**config.mk**
```make
export PLATFORM = sky130hd
export DESIGN_NAME = stage_exec
export DESIGN_NICKNAME = d
export VERILOG_FILES = /design/src/rtl/stage_exec.sv
export SDC_FILE = /design/constraint.sdc
export NUM_CORES = 1
export LEC_CHECK = 0
export CAP_MARGIN = 20
export CORE_UTILIZATION = 46
export DETAILED_ROUTE_END_ITERATION = 16
export DONT_BUFFER_PORTS = 1
export REMOVE_ABC_BUFFERS = 1
export SYNTH_ARGS = -nofsm -noshare
export SYNTH_HDL_FRONTEND = slang
export SYNTH_SLANG_ARGS = --single-unit
```
**constraint.sdc**
```tcl
create_clock -name clk -period 6.3 [get_ports clk]
set_clock_uncertainty 0.15 [all_clocks]
set_input_delay 1.26 -clock clk [delete_from_list [all_inputs] [get_ports clk]]
set_output_delay 1.26 -clock clk [all_outputs]
set_load 0.05 [all_outputs]
```
**src/rtl/stage_exec.sv**
```systemverilog
// Execute stage of the in-order RV32I pipeline: operand select, ALU, jump/branch
// target and link generation, registered into a single payload for the memory stage.
module stage_exec #(
    parameter logic [31:0] RESET_PC = 32'h0000_0000
) (
    input  logic        clk,
    input  logic        reset_n,

    input  logic        ex_valid,
    input  logic [31:0] ex_pc,
    input  logic [31:0] ex_op1,
    input  logic [31:0] ex_op2,
    input  logic [31:0] ex_imm,
    input  logic        ex_op1_pc,
    input  logic        ex_op2_imm,
    input  logic [3:0]  ex_alu_op,
    input  logic        ex_read,
    input  logic        ex_write,
    input  logic        ex_extend,
    input  logic [1:0]  ex_width,
    input  logic        ex_jmp,
    input  logic        ex_jalr,
    input  logic        ex_br,
    input  logic        ex_br_inv,
    input  logic [4:0]  ex_reg,
    input  logic        ex_flush,
    input  logic        mem_stall,

    output logic        ex_stall,
    output logic        mem_valid,
    output logic [31:0] mem_pc,
    output logic [31:0] mem_data0,
    output logic [31:0] mem_data1,
    output logic        mem_read,
    output logic        mem_write,
    output logic        mem_extend,
    output logic [1:0]  mem_width,
    output logic        mem_jmp,
    output logic        mem_br,
    output logic        mem_br_inv,
    output logic [4:0]  wb_reg
);

    localparam logic [3:0] ALU_ADD  = 4'd0;
    localparam logic [3:0] ALU_SUB  = 4'd1;
    localparam logic [3:0] ALU_SLL  = 4'd2;
    localparam logic [3:0] ALU_SLT  = 4'd3;
    localparam logic [3:0] ALU_SLTU = 4'd4;
    localparam logic [3:0] ALU_XOR  = 4'd5;
    localparam logic [3:0] ALU_SRL  = 4'd6;
    localparam logic [3:0] ALU_SRA  = 4'd7;
    localparam logic [3:0] ALU_OR   = 4'd8;
    localparam logic [3:0] ALU_AND  = 4'd9;
    localparam logic [3:0] ALU_SEQ  = 4'd10;

    function automatic logic [31:0] alu_f(input logic [3:0] op,
                                          input logic [31:0] a,
                                          input logic [31:0] b);
        logic signed [31:0] sa;
        logic signed [31:0] sb;
        logic [4:0]         sh;
        sa = a;
        sb = b;
        sh = b[4:0];
        case (op)
            ALU_ADD:  alu_f = a + b;
            ALU_SUB:  alu_f = a - b;
            ALU_SLL:  alu_f = a << sh;
            ALU_SLT:  alu_f = {31'd0, (sa < sb)};
            ALU_SLTU: alu_f = {31'd0, (a < b)};
            ALU_XOR:  alu_f = a ^ b;
            ALU_SRL:  alu_f = a >> sh;
            ALU_SRA:  alu_f = sa >>> sh;
            ALU_OR:   alu_f = a | b;
            ALU_AND:  alu_f = a & b;
            ALU_SEQ:  alu_f = {31'd0, (a == b)};
            default:  alu_f = b;
        endcase
    endfunction

    logic [31:0] opa;
    logic [31:0] opb;
    logic [31:0] alu_res;
    logic [31:0] jalr_sum;
    logic [31:0] tgt;
    logic [31:0] data0_d;
    logic [31:0] data1_d;
    logic        valid_d;

    logic        mem_valid_q;
    logic [31:0] mem_pc_q;
    logic [31:0] mem_data0_q;
    logic [31:0] mem_data1_q;
    logic        mem_read_q;
    logic        mem_write_q;
    logic        mem_extend_q;
    logic [1:0]  mem_width_q;
    logic        mem_jmp_q;
    logic        mem_br_q;
    logic        mem_br_inv_q;
    logic [4:0]  wb_reg_q;

    always_comb begin
        opa      = ex_op1_pc  ? ex_pc  : ex_op1;
        opb      = ex_op2_imm ? ex_imm : ex_op2;
        alu_res  = alu_f(ex_alu_op, opa, opb);
        jalr_sum = ex_op1 + ex_imm;
        // Branches always use the pc-relative target; only JALR takes rs1.
        if (ex_jmp && ex_jalr) begin
            tgt = {jalr_sum[31:1], 1'b0};
        end else begin
            tgt = ex_pc + ex_imm;
        end
        data0_d  = ex_jmp ? (ex_pc + 32'd4) : alu_res;
        data1_d  = (ex_jmp || ex_br) ? tgt : ex_op2;
        valid_d  = ex_valid & ~ex_flush;
    end

    assign ex_stall = ex_valid & mem_stall;

    // Execute -> memory pipeline register
    always_ff @(posedge clk) begin
        if (!reset_n) begin
            mem_valid_q  <= 1'b0;
            mem_pc_q     <= RESET_PC;
            mem_data0_q  <= 32'd0;
            mem_data1_q  <= 32'd0;
            mem_read_q   <= 1'b0;
            mem_write_q  <= 1'b0;
            mem_extend_q <= 1'b0;
            mem_width_q  <= 2'd0;
            mem_jmp_q    <= 1'b0;
            mem_br_q     <= 1'b0;
            mem_br_inv_q <= 1'b0;
            wb_reg_q     <= 5'd0;
        end else if (!mem_stall) begin
            mem_valid_q  <= valid_d;
            mem_pc_q     <= ex_pc;
            mem_data0_q  <= data0_d;
            mem_data1_q  <= data1_d;
            mem_read_q   <= ex_read;
            mem_write_q  <= ex_write;
            mem_extend_q <= ex_extend;
            mem_width_q  <= ex_width;
            mem_jmp_q    <= ex_jmp;
            mem_br_q     <= ex_br;
            mem_br_inv_q <= ex_br_inv;
            wb_reg_q     <= ex_reg;
        end
    end

    assign mem_valid  = mem_valid_q;
    assign mem_pc     = mem_pc_q;
    assign mem_data0  = mem_data0_q;
    assign mem_data1  = mem_data1_q;
    assign mem_read   = mem_read_q;
    assign mem_write  = mem_write_q;
    assign mem_extend = mem_extend_q;
    assign mem_width  = mem_width_q;
    assign mem_jmp    = mem_jmp_q;
    assign mem_br     = mem_br_q;
    assign mem_br_inv = mem_br_inv_q;
    assign wb_reg     = wb_reg_q;

endmodule

```
==> qor.csv <==
stage,metric,value,unit
clocking,cts_max_path_buffers,2,
power,power.total,3.49,mW
synth,synth.yosys.seq_area_share,0.119,
flow_run,cap_violations,0,
synth,synth_area,0.0186,sq mm
sta,setup_viol,0,
detailed_routing,vias,20789,
final_layout,drive_gt1_frac,0.0738,
detailed_routing,antenna_left,0,
synth,synth_top_cell_by_area,dfxtp_1,
floorplan,die_x,203,um
detailed_routing,wire_per_inst,30.6,um
worst_setup_path,cp_common_cell,a211oi_1,
final_layout,fin_nets,2716,
sta,rsz0062_at_grt,no,
sta,report.final.slew_viol_count,0,
placed_design,dp_cells,2907,
grt,first_global_vias,19170,
worst_setup_path,cp-end-kind,register,
worst_setup_path,reg2regPathDepth,4,
grt,grt_antenna_before_repair,2,
grt,gr-total-overflow,0,
worst_setup_path,cpPeakStageDelay,0.57,ns
placed_design,gp_congestion,1.04,
worst_setup_path,cp.arrival,5.47,ns
synth,netlist_instances,2514,
worst_setup_path,start_kind,input pin,
worst_setup_path,reg2reg_slack,4.75,ns
worst_setup_path,cp_top_family,compound AO/OA/AOI/OAI gates,
sta,tightest_slew,1.14,ns
synth,synth_most_common_cell,nand2_1,
worst_setup_path,startpoint,ex_op1_pc,
sta,fin_ws,0.977,ns
synth,ys_seq_elements,110,
synth,synth.area.top_cells,"dfxtp_1 12%, mux2i_1 11%, ha_1 11%, a21oi_1 5.1%, o21ai_0 4.7%",
clocking,cts_buffers,9,
sta,period_share,0.845,
hold_path,hold_path_class,reg2reg,
synth,ys_types,98,
floorplan,die_h,203,um
worst_setup_path,r2r-end,mem_data0[24],
worst_setup_path,worst-path-buf-inv,1,
placed_design,dp_hpwl,68.7,mm
synth,yosys-top-cells-count,"219 x nand2_1, 212 x mux2i_1, 191 x a21oi_1",
worst_setup_path,path_class,in2reg,
worst_setup_path,crit_path_end,mem_data0[30],
detailed_routing,dr.pass1.iters,7,
floorplan,core,0.0397,sq mm
placed_design,placed_area,0.0189,sq mm
clocking,cts-hold-fix-buffers,0,
worst_setup_path,cp_num_cells,13,
clocking,clock_sinks,110,
run_status,status,completed,
worst_setup_path,r2r_start,mem_data0[24],
detailed_routing,postRouteWirelength,89.4,mm
clocking,cts_tree,done,
placed_design,dp_slack,0.827,ns
synth,avgSynthCellArea,7.39,sq um
clocking,postCtsSetupBuffers,0,
synth,yosys.area.top_type_share,0.119,
worst_setup_path,path_max_fanout,32,
detailed_routing,drcViolationCount,0,
floorplan,die_area,0.0412,sq mm
final_layout,syn_to_final_growth,3.22,%
grt,grt_pass1_wl,129,mm
detailed_routing,post_drt_via_cell_ratio,7.11,
clocking,cts_max_level,3,
sta,hold_violations,0,
detailed_routing,initialDrtViolationCount,2451,
grt,grt_use_total,0.421,
power,peakVddDrop,0.138,mV
clocking,cts_resized,0,
sta,finalCriticalPeriod,5.32,ns
floorplan,start_util,0.467,
worst_setup_path,required,6.45,ns
worst_setup_path,crit_chain,mux2i_1 -> inv_1 -> ha_1 -> fa_1 -> a211oi_1 -> o21ai_0 -> a21boi_0 -> nand4_1 -> nand2_1 -> o31ai_1 -> a211oi_1 -> xor2_1 -> o311ai_0,
sta,fmax,188,MHz
sta,timing.slew.headroom,0.240,
clocking,clk_pin_slew,0.09,ns
final_layout,final_cell_count_no_fill,2924,
clocking,root_buffer,clkbuf_16,
power,leakagePower,7.94,nW
worst_setup_path,worst_path_max_delay_cell,mux2i_1,
placed_design,port-buffer-count,0,
clocking,clkLatencyLatePin,0.41,ns
power,pwr_density_cell,182,mW/mm^2
synth,synth-async-reset-ratio,0,
synth,yosysWarnings,0,
synth,synth_edf_count,0,
floorplan,rows,73,
synth,ys.flop_type,dfxtp_1,
grt,grt_max_degree,132,
floorplan,io_pins,264,
final_layout,final_cell_area,0.0192,sq mm
sta,finalSetupTns,0,ns
worst min path at each step:
stage,cells after the start,startpoint,endpoint
after global placement,2,mem_jmp,mem_jmp
after CTS,2,mem_data1[8],mem_data1[8]
after global routing,2,mem_data1[12],mem_data1[12]
after floorplan,2,mem_data1[10],mem_data1[10]
after detailed placement,2,mem_data1[8],mem_data1[8]
final,2,mem_jmp,mem_jmp
layout make-up:
type	count	area [sq um]
Antenna cell	1	2.50
Clock buffer	9	225
Clock inverter	7	75.1
Fill cell	4054	20600
Inverter	114	428
Multi-Input combinational cell	2114	15200
Sequential cell	110	2200
Tap cell	525	657
Timing Repair Buffer	44	330
worst min-delay path: stages (launching register included):
cell      delay, ns
dfxtp_1        0.49
nand2_1        0.13
a21boi_0       0.07
routing by layer:
layer	global-route usage	vias up	routed length [um]
met4	0.180	2	3790
met2	0.620	1357	37800
met5	0	-	13
met3	0.127	195	11100
li1	-	9167	-
met1	0.563	10068	36700
where the power goes:
part           switching (mW)  total (mW)  leakage, nW  internal, mW
logic                    1.20        1.86         6.89         0.661
clock network           0.357       0.640        0.144         0.283
registers               0.241       0.991        0.909         0.750
logic make-up (layout without fill, tap and decap cells):
kind of cell,count (synthesis),count (layout),share of synthesized area
xor gates and xnor gates,77,77,0.0363
and+or+nand+nor,752,752,0.199
muxes,264,264,0.153
adders and majority gates,170,170,0.116
buffers and inverters,290,174,0.0656
AOI/OAI and AO/OA,851,851,0.311
DFF,110,110,0.119
other,0,1,0
per-stage QoR:
step	util	hold slack [ns]
floorplan	-	0.536
global placement	0.475	0.555
detailed placement	0.475	0.563
CTS	0.482	0.577
global route	0.482	0.599
finish	0.482	0.581
placed cells by master, fill, tap and decap left out, types with 22 or more instances in the layout:
cell / netlist / final
nor2b_1: 68 / 68
inv_1: 97 / 96
o21a_1: 24 / 23
nand3_1: 66 / 66
nor3_1: 56 / 55
a31oi_1: 31 / 31
buf_4: 5 / 44
dfxtp_1: 110 / 110
xnor2_1: 42 / 42
ha_1: 166 / 166
o211ai_1: 48 / 48
a211oi_1: 42 / 42
mux2_2: 22 / 22
a21oi_1: 191 / 191
o221ai_1: 27 / 27
xor2_1: 35 / 35
mux2i_1: 212 / 210
nand2_1: 219 / 219
o21ai_0: 176 / 176
nand2b_1: 24 / 24
a21o_1: 40 / 40
and3_1: 31 / 31
nor2_1: 171 / 170
nand4_1: 24 / 24
a22oi_1: 30 / 30
(Power assumes the default switching activity.)
